$ cat config.mk
export PLATFORM = sky130hd
export DESIGN_NAME = acs_pmu_pipe
export DESIGN_NICKNAME = d
export VERILOG_FILES = /design/src/rtl/acs_pmu_pipe.sv
export SDC_FILE = /design/constraint.sdc
export NUM_CORES = 1
export LEC_CHECK = 0
export CORE_MARGIN = 3
export CORE_UTILIZATION = 55
export CTS_BUF_LIST = sky130_fd_sc_hd__clkbuf_4 sky130_fd_sc_hd__clkbuf_8
export DETAILED_ROUTE_END_ITERATION = 16
export HOLD_SLACK_MARGIN = 0.1
export PLACE_DENSITY_LB_ADDON = 0.05
export SLEW_MARGIN = 40
export SYNTH_ARGS = -nofsm -noshare
export SYNTH_HDL_FRONTEND = slang
export SYNTH_SLANG_ARGS = --single-unit
$ cat constraint.sdc
create_clock -name clk_i -period 13.55 [get_ports clk_i]
set_input_delay 2.71 -clock clk_i [delete_from_list [all_inputs] [get_ports clk_i]]
set_output_delay 2.71 -clock clk_i [all_outputs]
set_load 0.02 [all_outputs]
$ cat src/rtl/acs_pmu_pipe.sv
// Registered add-compare-select / path-metric unit for rate-1/2 Viterbi decoding, any K.
// Optional min-subtraction normalization is enabled by defining ACS_NORM_EN.
module acs_pmu_pipe #(
  parameter int K           = 3,
  parameter int G0          = 7,
  parameter int G1          = 5,
  parameter int BM_WIDTH    = 2,
  parameter int PM_WIDTH    = 8,
  parameter int INIT_PM     = 64,
  parameter int NORM_THRESH = 128
) (
  input  logic                              clk_i,
  input  logic                              rst_i,
  input  logic                              in_valid_i,
  output logic                              in_ready_o,
  input  logic                              sof_i,
  input  logic                              eof_i,
  input  logic [4*BM_WIDTH-1:0]             bm_vec_i,
  output logic                              out_valid_o,
  input  logic                              out_ready_i,
  output logic [(1<<(K-1))-1:0]             dec_bits_o,
  output logic [K-2:0]                      best_state_o,
  output logic [PM_WIDTH-1:0]               best_pm_o,
  output logic                              out_sof_o,
  output logic                              out_eof_o,
  output logic                              norm_o,
  output logic [(1<<(K-1))*PM_WIDTH-1:0]    pm_flat_o
);

  localparam int NS = 1 << (K - 1);
  localparam int SW = K - 1;
  localparam logic [K-1:0]        G0_M    = K'(G0);
  localparam logic [K-1:0]        G1_M    = K'(G1);
  localparam logic [PM_WIDTH-1:0] PM_MAX  = '1;
  localparam logic [PM_WIDTH-1:0] PM_INIT = PM_WIDTH'(INIT_PM);

`ifdef ACS_NORM_EN
  localparam bit NORM_ON = 1'b1;
`else
  localparam bit NORM_ON = 1'b0;
`endif

  typedef enum logic {IDLE, RUN} state_e;

  state_e state_q, state_d;
  logic   accept, proc_en;

  logic [BM_WIDTH-1:0] bm      [4];
  logic [PM_WIDTH-1:0] pm_src  [NS];
  logic [PM_WIDTH-1:0] cand0   [NS];
  logic [PM_WIDTH-1:0] cand1   [NS];
  logic [PM_WIDTH-1:0] pm_acs  [NS];
  logic [PM_WIDTH-1:0] pm_new  [NS];
  logic [NS-1:0]       dec_acs;
  logic [PM_WIDTH-1:0] min_pm;
  logic [SW-1:0]       min_idx;
  logic                norm_hit;

  logic [PM_WIDTH-1:0] pm_q [NS], pm_d [NS];
  logic                out_valid_q, out_valid_d;
  logic [NS-1:0]       dec_q, dec_d;
  logic [SW-1:0]       best_state_q, best_state_d;
  logic [PM_WIDTH-1:0] best_pm_q, best_pm_d;
  logic                out_sof_q, out_sof_d;
  logic                out_eof_q, out_eof_d;
  logic                norm_q, norm_d;

  // Trellis: predecessor b of next state ns, and the codeword on that branch.
  function automatic logic [SW-1:0] pred_of(input logic [SW-1:0] ns, input logic b);
    return {ns[SW-2:0], b};
  endfunction

  function automatic logic [1:0] cw_of(input logic [SW-1:0] ns, input logic b);
    logic [K-1:0] r;
    r = {ns[SW-1], pred_of(ns, b)};
    return {^(r & G0_M), ^(r & G1_M)};
  endfunction

  function automatic logic [PM_WIDTH-1:0] sat_add(input logic [PM_WIDTH-1:0] pm,
                                                 input logic [BM_WIDTH-1:0] bmv);
    logic [PM_WIDTH:0] sum;
    sum = {1'b0, pm} + (PM_WIDTH+1)'(bmv);
    return sum[PM_WIDTH] ? PM_MAX : sum[PM_WIDTH-1:0];
  endfunction

  // FSM state register
  always_ff @(posedge clk_i or posedge rst_i) begin
    if (rst_i) state_q <= IDLE;
    else       state_q <= state_d;
  end

  // FSM next state
  always_comb begin
    state_d = state_q;
    if (accept) begin
      case (state_q)
        IDLE:    if (sof_i && !eof_i) state_d = RUN;
        RUN:     if (eof_i) state_d = IDLE;
        default: state_d = IDLE;
      endcase
    end
  end

  // FSM outputs
  // NOTE: every always_comb output gets a value before any branch so no latch is inferred.
  always_comb begin
    in_ready_o = !out_valid_q || out_ready_i;
    accept     = in_valid_i && in_ready_o;
    proc_en    = accept && ((state_q == RUN) || sof_i);
  end

  // Add-compare-select, argmin and optional normalization
  always_comb begin
    for (int c = 0; c < 4; c++) bm[c] = bm_vec_i[c*BM_WIDTH +: BM_WIDTH];
    for (int s = 0; s < NS; s++) pm_src[s] = sof_i ? ((s == 0) ? '0 : PM_INIT) : pm_q[s];

    dec_acs = '0;
    for (int n = 0; n < NS; n++) begin
      cand0[n]   = sat_add(pm_src[pred_of(SW'(n), 1'b0)], bm[cw_of(SW'(n), 1'b0)]);
      cand1[n]   = sat_add(pm_src[pred_of(SW'(n), 1'b1)], bm[cw_of(SW'(n), 1'b1)]);
      dec_acs[n] = cand1[n] < cand0[n];
      pm_acs[n]  = dec_acs[n] ? cand1[n] : cand0[n];
    end

    // Strict compare keeps the lowest index on ties.
    min_pm  = pm_acs[0];
    min_idx = '0;
    for (int n = 1; n < NS; n++) begin
      if (pm_acs[n] < min_pm) begin
        min_pm  = pm_acs[n];
        min_idx = SW'(n);
      end
    end

    norm_hit = NORM_ON && (int'(min_pm) >= NORM_THRESH);
    for (int n = 0; n < NS; n++) pm_new[n] = norm_hit ? (pm_acs[n] - min_pm) : pm_acs[n];
  end

  // Next register values: load on a processed beat, otherwise hold.
  always_comb begin
    out_valid_d = out_valid_q;
    if (out_ready_i) out_valid_d = 1'b0;
    if (proc_en)     out_valid_d = 1'b1;

    dec_d        = proc_en ? dec_acs : dec_q;
    best_state_d = proc_en ? min_idx : best_state_q;
    best_pm_d    = proc_en ? (norm_hit ? '0 : min_pm) : best_pm_q;
    out_sof_d    = proc_en ? sof_i : out_sof_q;
    out_eof_d    = proc_en ? eof_i : out_eof_q;
    norm_d       = proc_en ? norm_hit : norm_q;
    for (int s = 0; s < NS; s++) pm_d[s] = proc_en ? pm_new[s] : pm_q[s];
  end

  // NOTE: sequential state uses non-blocking assignments so all flops sample the same pre-edge values.
  // NOTE: the PM register is a handful of flops, not a RAM, so it is cleared by reset like any other state.
  always_ff @(posedge clk_i or posedge rst_i) begin
    if (rst_i) begin
      out_valid_q  <= 1'b0;
      dec_q        <= '0;
      best_state_q <= '0;
      best_pm_q    <= '0;
      out_sof_q    <= 1'b0;
      out_eof_q    <= 1'b0;
      norm_q       <= 1'b0;
      for (int s = 0; s < NS; s++) pm_q[s] <= '0;
    end else begin
      out_valid_q  <= out_valid_d;
      dec_q        <= dec_d;
      best_state_q <= best_state_d;
      best_pm_q    <= best_pm_d;
      out_sof_q    <= out_sof_d;
      out_eof_q    <= out_eof_d;
      norm_q       <= norm_d;
      for (int s = 0; s < NS; s++) pm_q[s] <= pm_d[s];
    end
  end

  always_comb begin
    out_valid_o  = out_valid_q;
    dec_bits_o   = dec_q;
    best_state_o = best_state_q;
    best_pm_o    = best_pm_q;
    out_sof_o    = out_sof_q;
    out_eof_o    = out_eof_q;
    norm_o       = norm_q;
    pm_flat_o    = '0;
    for (int s = 0; s < NS; s++) pm_flat_o[s*PM_WIDTH +: PM_WIDTH] = pm_q[s];
  end

endmodule

## Word-level counts from Yosys, hierarchy flattened

Cells that the tools add are included.

| cells by class | value |
|---|---|
| add/sub/neg operators | 8 |
| bitwise logic cells | 1 |
| magnitude comparators | 7 |
| multiplexer cells | 27 |
| reduce and logical (&&, ||, !) cells | 8 |

Operators with widths:

| operator | count |
|---|---|
| 2-to-1 mux 8 bit | 19 |
| adder 8 x 2 -> 9 bit | 8 |
| less-than comparator 8 bit | 7 |
| 2-to-1 mux 1 bit | 5 |
| 2-to-1 mux 2 bit | 2 |
| logical AND 1 bit | 3 |
| logical NOT 1 bit | 2 |
| logical OR 1 bit | 2 |
| one-hot mux 1 bit (2 select lines) | 1 |
| nonzero test 2 bit | 1 |
| NOT 1 bit | 1 |

| word-level totals | value |
|---|---|
| register bits | 50 |
| output and inout port bits | 51 |
| word-level logic and storage cells | 62 |
| input port bits | 14 |

## Longest topological paths before layout

Gate-level depths: netlist of the first run.

| logic depth | value |
|---|---|
| depth after elaboration | 11 |
| gate-level depth with buffers | 54 |

## Least setup slack after synthesis of the first run

No wires, ideal clock.

| timing | value |
|---|---|
| path kind | input -> register |
| from | input sof_i |
| to | register best_pm_q[6] (netlist: best_pm_o[6]) |
| buffers on the path | 9 |
| data arrival time | 12312 ps |
| slack | 1097 ps |
| library setup time | 141 ps |
| stages | 49 |
| required time | 13409 ps |
| path through | buf_2 > buf_2 > buf_1 > clkbuf_1 > clkbuf_1 > nor2b_1 > ha_1 > maj3_1 > and2_1 > and4_1 > or3_1 > ha_1 > nand4_1 > or2_2 > a2111oi_0 > nor2_1 > o21a_1 > clkbuf_1 > [... 13 more ...] > a21o_1 > a21o_1 > a21oi_1 > nand3_1 > a221o_1 > and2_4 > buf_6 > buf_6 > o21bai_1 > ha_1 > a21o_1 > a21oi_1 > o22ai_1 > nor4_1 > a21o_1 > clkbuf_1 > o2bb2ai_1 > a31oi_1 |

| between the ends | value |
|---|---|
| longest elaborated chain between the ends | 11 |
| elaborated cells on any way between the ends | 36 |
| classes of those cells | add/sub: 8; order compare: 7; mux: 19; reduce/logical: 2 |

RTL lines:

| element | RTL line | text |
|---|---|---|
| from (decl) | 16 | `input logic sof_i,` |
| 2-to-1 mux 8 bit | 115 | `for (int s = 0; s < NS; s++) pm_src[s] = sof_i ? ((s == 0) ? '0 : PM_INIT) : pm_q[s];` |
| adder 8 x 2 -> 9 bit | 82 | `sum = {1'b0, pm} + (PM_WIDTH+1)'(bmv);` |
| 2-to-1 mux 8 bit | 83 | `return sum[PM_WIDTH] ? PM_MAX : sum[PM_WIDTH-1:0];` |
| less-than comparator 8 bit | 121 | `dec_acs[n] = cand1[n] < cand0[n];` |
| 2-to-1 mux 8 bit | 122 | `pm_acs[n] = dec_acs[n] ? cand1[n] : cand0[n];` |
| less-than comparator 8 bit | 129 | `if (pm_acs[n] < min_pm) begin` |
| 2-to-1 mux 8 bit | 129 |  |
| less-than comparator 8 bit | 129 |  |
| 2-to-1 mux 8 bit | 129 |  |
| less-than comparator 8 bit | 129 |  |
| 2-to-1 mux 8 bit | 129 |  |
| to (signal assigned) | 170 | `best_pm_q <= best_pm_d;` |
| to (decl) | 63 | `logic [PM_WIDTH-1:0] best_pm_q, best_pm_d;` |

Parallel ways exist; a longest one is shown, timed or not.
A chain may end at the register's enable or synchronous reset.

==> impl_metrics.env, run 1 <==
export IMPL_status="completed"
export IMPL_busiest_layer_in_global_routing="met2"
export IMPL_hold_violations=0
export IMPL_timing_rr_start="pm_flat_o[9]"
export IMPL_routed_via_count=6182
export IMPL_post_route_min_period_ns=12.90
export IMPL_clock_skew_ns=0.00857
export IMPL_timing_hold_worst_path_depth=2
export IMPL_timing_setup_tns_ns=0
export IMPL_die_width_um=110
export IMPL_dominantRegCellSynth="dfrtp_1"
export IMPL_clock_sinks=50
export IMPL_synth_avg_cell_area_um2=7.51
export IMPL_design_die_area_um2=12200
export IMPL_detailed_place_area_um2=6710
export IMPL_postSynth_asyncResetShare_pct=100
export IMPL_yosys_warnings=0
export IMPL_ioPinCount=65
export IMPL_cts_resized=0
export IMPL_min_from="out_eof_o"
export IMPL_type_of_element_capturing_the_critical_path="flop"
export IMPL_pre_cts_slack_ns=0.518
export IMPL_worstPathRequired_ns=13.75
export IMPL_finalSetupViolCount=0
export IMPL_dr_first_iter_drc_count=528
export IMPL_reg_clk_slew_reported_paths_ns=0.10
export IMPL_route_antenna_remaining_nets=0
export IMPL_clock_tree_from_tritoncts="yes"
export IMPL_track_usage_pct=29.7
export IMPL_post_synth_instance_area_um2=6000
export IMPL_max_clock_path_buffers=2
export IMPL_proportion_of_layout_cells_with_a_drive_suffix_above_1_pct=5.11
export IMPL_hold_path_class="reg2reg"
export IMPL_grt_util_met2_pct=47.3
export IMPL_cp_common_cell="a21o_1"
export IMPL_clock_insertion_delay_worst_skew_ns=0.31
export IMPL_critPathArrivalTime_ns=13.11
export IMPL_max_cap_violations=0
export IMPL_post_synth_inst_count=799
export IMPL_final_core_util_pct=65.1
export IMPL_worst_pin_slew_ns=0.718
export IMPL_finalWeightedCongestion=0.951
export IMPL_route_final_wire_length_mm=18.8
export IMPL_drt_pass1_iter_count=5
export IMPL_buffer_ports_inserted=63
export IMPL_cts_buffers_inserted=5
export IMPL_slew_limit_headroom_pct=52.1
export IMPL_grt_antenna_before_repair=0
export IMPL_num_rows=37
export IMPL_htree_levels=2
export IMPL_layout_nets=917
export IMPL_rrSetupSlack_ns=3.51
export IMPL_post_drt_via_cell_ratio=6.33
export IMPL_fin_crit_sh_pct=95.2
export IMPL_grtUsageMet3_pct=4.44
export IMPL_cp_num_buf_inv=3
export IMPL_antenna_diode_count=0
export IMPL_path_class="in2reg"
export IMPL_holdPathEnd="out_eof_o"
export IMPL_synth_distinct_cells=79
export IMPL_cp_slowest_cell="clkdlybuf4s50_1"
export IMPL_core_area_um2=10500
export IMPL_crit_path_max_incr_delay_ns=0.65
export IMPL_critical_path_peak_fanout=46
export IMPL_path_delay_family="compound AO/OA/AOI/OAI gates"
export IMPL_place_detailed_hpwl_mm=14.9
export IMPL_grt_setup_unrepaired="no"
export IMPL_drc=0
export IMPL_floorplan_initialDensity_pct=57.4
export IMPL_syn_nets=876
export IMPL_ys_seq_elements=50
export IMPL_chip_height_um=110
export IMPL_synth_edf_count=0
export IMPL_grt_pass1_vias=5741
export IMPL_stdcell_area_um2=6810
export IMPL_overflow=0
export IMPL_wire_per_inst_um=19.3
export IMPL_use_met1_pct=42.0
export IMPL_cts_hold_repair_buffers=0
export IMPL_layout_setup_ws_ns=0.647
export IMPL_area_delta_synth_final_pct=13.5
export IMPL_clk_root_buffer_cell="clkbuf_8"
export IMPL_sort_of_element_at_the_start_of_the_critical_path="input port"
export IMPL_cts_repair_timing_setup_buffer_count=0
export IMPL_achievable_frequency_mhz=77.5
export IMPL_worst_r2r_endpoint="best_pm_o[0]"
export IMPL_drv_slew=0
export IMPL_reg2reg_depth=45
export IMPL_grt_first_pass_wirelength_mm=30.1
export IMPL_grt_start_max_net_pins=57
export IMPL_portion_of_the_post_synthesis_area_used_by_sequential_elements_pct=20.9
cell type report:
cell class | instances | area, µm²
flip-flops and latches | 50 | 1250
clock buffers | 7 | 90.1
multi-input cells | 673 | 4460
repair buffers | 70 | 683
fillers | 929 | 3650
well taps | 136 | 170
inverters | 40 | 150
clock inverters | 1 | 8.76
stage by stage:
| step | hold WS (ns) | cells |
|---|---|---|
| floorplan | 0.537 | 799 |
| global placement | 0.460 | 969 |
| detailed placement | 0.475 | 969 |
| CTS | 0.500 | 977 |
| global route | 0.527 | 977 |
| finish | 0.493 | 977 |
per-layer routing:
metal / share of wire [%] / routed length [µm]
met5: 0 / 0
met4: 2.4 / 456
met3: 6.6 / 1240
met2: 46 / 8640
met1: 45 / 8500
worst max-delay path by stage:
stage,end,cells after the start,start
2_1_floorplan,best_pm_o[6],49,sof_i
3_3_place_gp,best_pm_o[0],41,sof_i
3_5_place_dp,best_pm_o[5],40,sof_i
4_1_cts,best_pm_o[0],41,sof_i
5_1_grt,best_pm_o[5],41,sof_i
6_report,best_pm_o[0],41,sof_i
registers in the layout, summed over array words and instances, names as in the netlist:
signal        cells
best_pm_o         8
best_state_o      2
dec_bits_o        4
out_eof_o         1
out_sof_o         1
out_valid_o       1
pm_flat_o        32
state_q           1
cells by family after synthesis:
family,after synthesis,share of synthesized area (%)
AO/OA/AOI/OAI,234,26.3
other,1,0.0625
adder cells (fa/ha/maj),69,14.1
XOR/XNOR,23,3.36
AND/OR/NAND/NOR,321,25.8
multiplexers,25,4.34
buffers and inverters,76,5.19
flip-flops,50,20.9
synth_stat cells, types with 8 or more instances:
cell	number	share of area [%]
nand2_1	127	7.9
nand2b_1	13	1.4
mux2_2	8	1.5
mux2i_1	17	2.8
inv_1	40	2.5
o21a_1	11	1.4
o21ai_0	49	4.1
a21o_1	28	3.5
a21oi_1	53	4.4
dfrtp_1	50	21
nor2b_1	18	1.9
xnor2_1	16	2.3
ha_1	63	13
nor3_1	11	0.92
a211oi_1	13	1.6
clkbuf_1	25	1.6
nand3_1	25	2.1
and2_1	14	1.5
nor2_1	68	4.3
cells in the final DEF (no fill, tap or decap), types with 3 or more instances in the layout:
master,Yosys,routed
o21ai_1,6,5
a31oi_1,4,4
mux2_2,8,8
a211o_1,4,4
a41oi_1,3,3
and4_1,3,3
nor2b_1,18,18
a21o_1,28,28
xor2_1,7,7
ha_1,63,63
clkbuf_8,0,6
nor2_1,68,68
o21a_1,11,11
mux2i_1,17,17
nand2b_1,13,13
a221o_1,3,3
or2_2,4,4
inv_1,40,39
o22ai_1,5,5
nand3_1,25,25
a21oi_1,53,51
o211ai_1,7,7
maj3_1,6,6
buf_4,1,7
nand4_1,7,7
nor3_1,11,11
clkdlybuf4s50_1,0,63
xnor2_1,16,16
o21bai_1,7,7
and3_1,6,6
a21boi_0,7,7
a211oi_1,13,13
and3b_1,4,4
o21ai_0,49,49
and2_1,14,14
nand2_1,127,127
dfrtp_1,50,50
nor4_1,4,4
worst register-to-register path, delay by kind of cell (launching register included):
| family | cells | cell delay [ns] |
|---|---|---|
| mux | 2 | 0.66 |
| buf+inv | 3 | 0.34 |
| flops | 1 | 0.59 |
| compound gates | 19 | 4.07 |
| fa+ha+maj | 5 | 1.30 |
| simple gates | 15 | 2.78 |
| xor+xnor | 1 | 0.20 |
Power of run 1 is not shown: default switching activity piles up to over one toggle a cycle in this logic, so the estimate is an artifact.
==> run 2: changes to the inputs <==
--- a/config.mk
+++ b/config.mk
@@ -5,7 +5,7 @@
 export SDC_FILE = /design/constraint.sdc
 export NUM_CORES = 1
 export LEC_CHECK = 0
-export CORE_MARGIN = 3
+export CORE_MARGIN = 2
 export CORE_UTILIZATION = 55
 export CTS_BUF_LIST = sky130_fd_sc_hd__clkbuf_4 sky130_fd_sc_hd__clkbuf_8
 export DETAILED_ROUTE_END_ITERATION = 16
==> run 2 against run 1 <==
Final cell count increased by 0.31%. Worst hold slack improved by 0.0014 ns. Via count about the same. First-iteration DRC count increased by 29%. Fmax increased by 2.1%. Flip-flop and latch count unchanged. Global-route usage increased by 3.3 points. Critical path type unchanged. Register-to-register slack got worse by 0.10 ns. Critical endpoint unchanged. Non-clock buffer count unchanged. Largest cell class unchanged. Die area decreased by 3.6%. Cell area about the same.
==> impl_metrics.env, run 2 (synthesis gave the netlist of run 1 again) <==
export IMPL_floorplan_initialDensity_pct=55.8
export IMPL_area_delta_synth_final_pct=13.5
export IMPL_track_usage_pct=33.0
export IMPL_use_met1_pct=47.0
export IMPL_num_rows=38
export IMPL_stdcell_area_um2=6810
export IMPL_path_class="in2reg"
export IMPL_achievable_frequency_mhz=79.1
export IMPL_routed_via_count=6177
export IMPL_reg2reg_depth=45
export IMPL_ioPinCount=65
export IMPL_grt_setup_unrepaired="no"
export IMPL_clock_tree_from_tritoncts="yes"
export IMPL_busiest_layer_in_global_routing="met2"
export IMPL_grt_pass1_vias=5731
export IMPL_drc=0
export IMPL_cp_slowest_cell="clkdlybuf4s50_1"
export IMPL_mostFrequentLayoutCells="nand2_1, nor2_1, ha_1, clkdlybuf4s50_1, a21oi_1"
export IMPL_clk_root_buffer_cell="clkbuf_8"
export IMPL_hold_path_class="reg2reg"
export IMPL_timing_hold_worst_path_depth=2
export IMPL_buffer_ports_inserted=63
export IMPL_htree_levels=2
export IMPL_dr_first_iter_drc_count=682
export IMPL_grt_first_pass_wirelength_mm=30.2
export IMPL_flip_flop_count_of_the_largest_register_all_copies_and_words_added=32
export IMPL_overflow=0
export IMPL_fin_crit_sh_pct=93.2
export IMPL_pre_cts_slack_ns=0.594
export IMPL_clock_insertion_delay_worst_skew_ns=0.32
export IMPL_timing_rr_start="pm_flat_o[9]"
export IMPL_worst_r2r_endpoint="best_pm_o[0]"
export IMPL_post_route_min_period_ns=12.64
export IMPL_layout_nets=917
export IMPL_grt_antenna_before_repair=0
export IMPL_chip_height_um=108
export IMPL_worstPathRequired_ns=13.76
export IMPL_grtUsageMet3_pct=3.98
export IMPL_slew_limit_headroom_pct=45.9
export IMPL_detailed_place_area_um2=6720
export IMPL_holdPathEnd="out_eof_o"
export IMPL_critical_path_peak_fanout=20
export IMPL_finalWeightedCongestion=0.926
export IMPL_cts_repair_timing_setup_buffer_count=0
export IMPL_finalSetupViolCount=0
export IMPL_timing_setup_tns_ns=0
export IMPL_clock_skew_ns=0.0146
export IMPL_type_of_element_capturing_the_critical_path="flop"
export IMPL_min_from="out_eof_o"
export IMPL_antenna_diode_count=0
export IMPL_max_clock_path_buffers=2
export IMPL_route_final_wire_length_mm=18.9
export IMPL_wire_per_inst_um=19.3
export IMPL_proportion_of_layout_cells_with_a_drive_suffix_above_1_pct=5.24
export IMPL_hold_violations=0
export IMPL_status="completed"
export IMPL_drt_pass1_iter_count=5
export IMPL_core_area_um2=10700
export IMPL_sort_of_element_at_the_start_of_the_critical_path="input port"
export IMPL_cp_common_cell="a21o_1"
export IMPL_worst_pin_slew_ns=0.809
export IMPL_reg_clk_slew_reported_paths_ns=0.09
export IMPL_final_core_util_pct=63.4
export IMPL_grt_util_met2_pct=52.9
export IMPL_crit_path_max_incr_delay_ns=0.54
export IMPL_place_detailed_hpwl_mm=14.9
export IMPL_rrSetupSlack_ns=3.41
export IMPL_route_antenna_remaining_nets=0
export IMPL_cts_buffers_inserted=5
export IMPL_drv_slew=0
export IMPL_clock_sinks=50
export IMPL_critPathArrivalTime_ns=12.84
export IMPL_filler_cell_count=1018
export IMPL_post_drt_via_cell_ratio=6.30
export IMPL_mostFrequentLayoutCell="nand2_1"
export IMPL_die_width_um=108
export IMPL_layout_setup_ws_ns=0.915
export IMPL_max_cap_violations=0
export IMPL_grt_start_max_net_pins=59
export IMPL_design_die_area_um2=11800
-- run 2: final cells by class --
type                       count  area (µm²)  area share, %
sequential                    50        1250           18.4
inverter                      40         150           2.20
timing repair buffer          70         683           10.0
clock buffer                   5        68.8           1.01
multi-input combinational    673        4470           65.6
clock inverter                 2        15.0          0.220
tap                          140         175           2.57
-- run 2: metrics by stage --
stage	std cells	hold WS, ns
floorplan	799	0.537
global placement	973	0.461
detailed placement	973	0.473
CTS	980	0.495
global route	980	0.516
finish	980	0.494
-- run 2: what timing repair did --
item	4_1_cts	5_1_grt
gates resized for setup	0	1
hold buffers	0	0
endpoints found under the setup margin	0	1
-- run 2: how the worst max path moves through the flow --
| stage | endpoint | from |
|---|---|---|
| finish | best_pm_o[0] | sof_i |
| global route | best_pm_o[3] | sof_i |
| CTS | best_pm_o[4] | sof_i |
| detailed placement | best_pm_o[7] | sof_i |
| global placement | best_pm_o[0] | sof_i |
| floorplan | best_pm_o[6] | sof_i |
-- run 2: layer usage --
| metal | up-vias | part of all wire [%] |
|---|---|---|
| met1 | 2932 | 44 |
| li1 | 2951 | - |
| met3 | 32 | 7.4 |
| met2 | 262 | 46 |
| met4 | 0 | 2.2 |
| met5 | - | 0 |
-- run 2: critical path: cells and delay by family --
family	cells	cell delay [ns]
multiplexers	3	1.27
adder cells (fa/ha/maj)	5	1.31
AND/OR/NAND/NOR	11	2.46
AO/OA/AOI/OAI	18	3.79
XOR/XNOR	1	0.16
buffers and inverters	4	1.11
Power of run 2 is left out for the same reason.
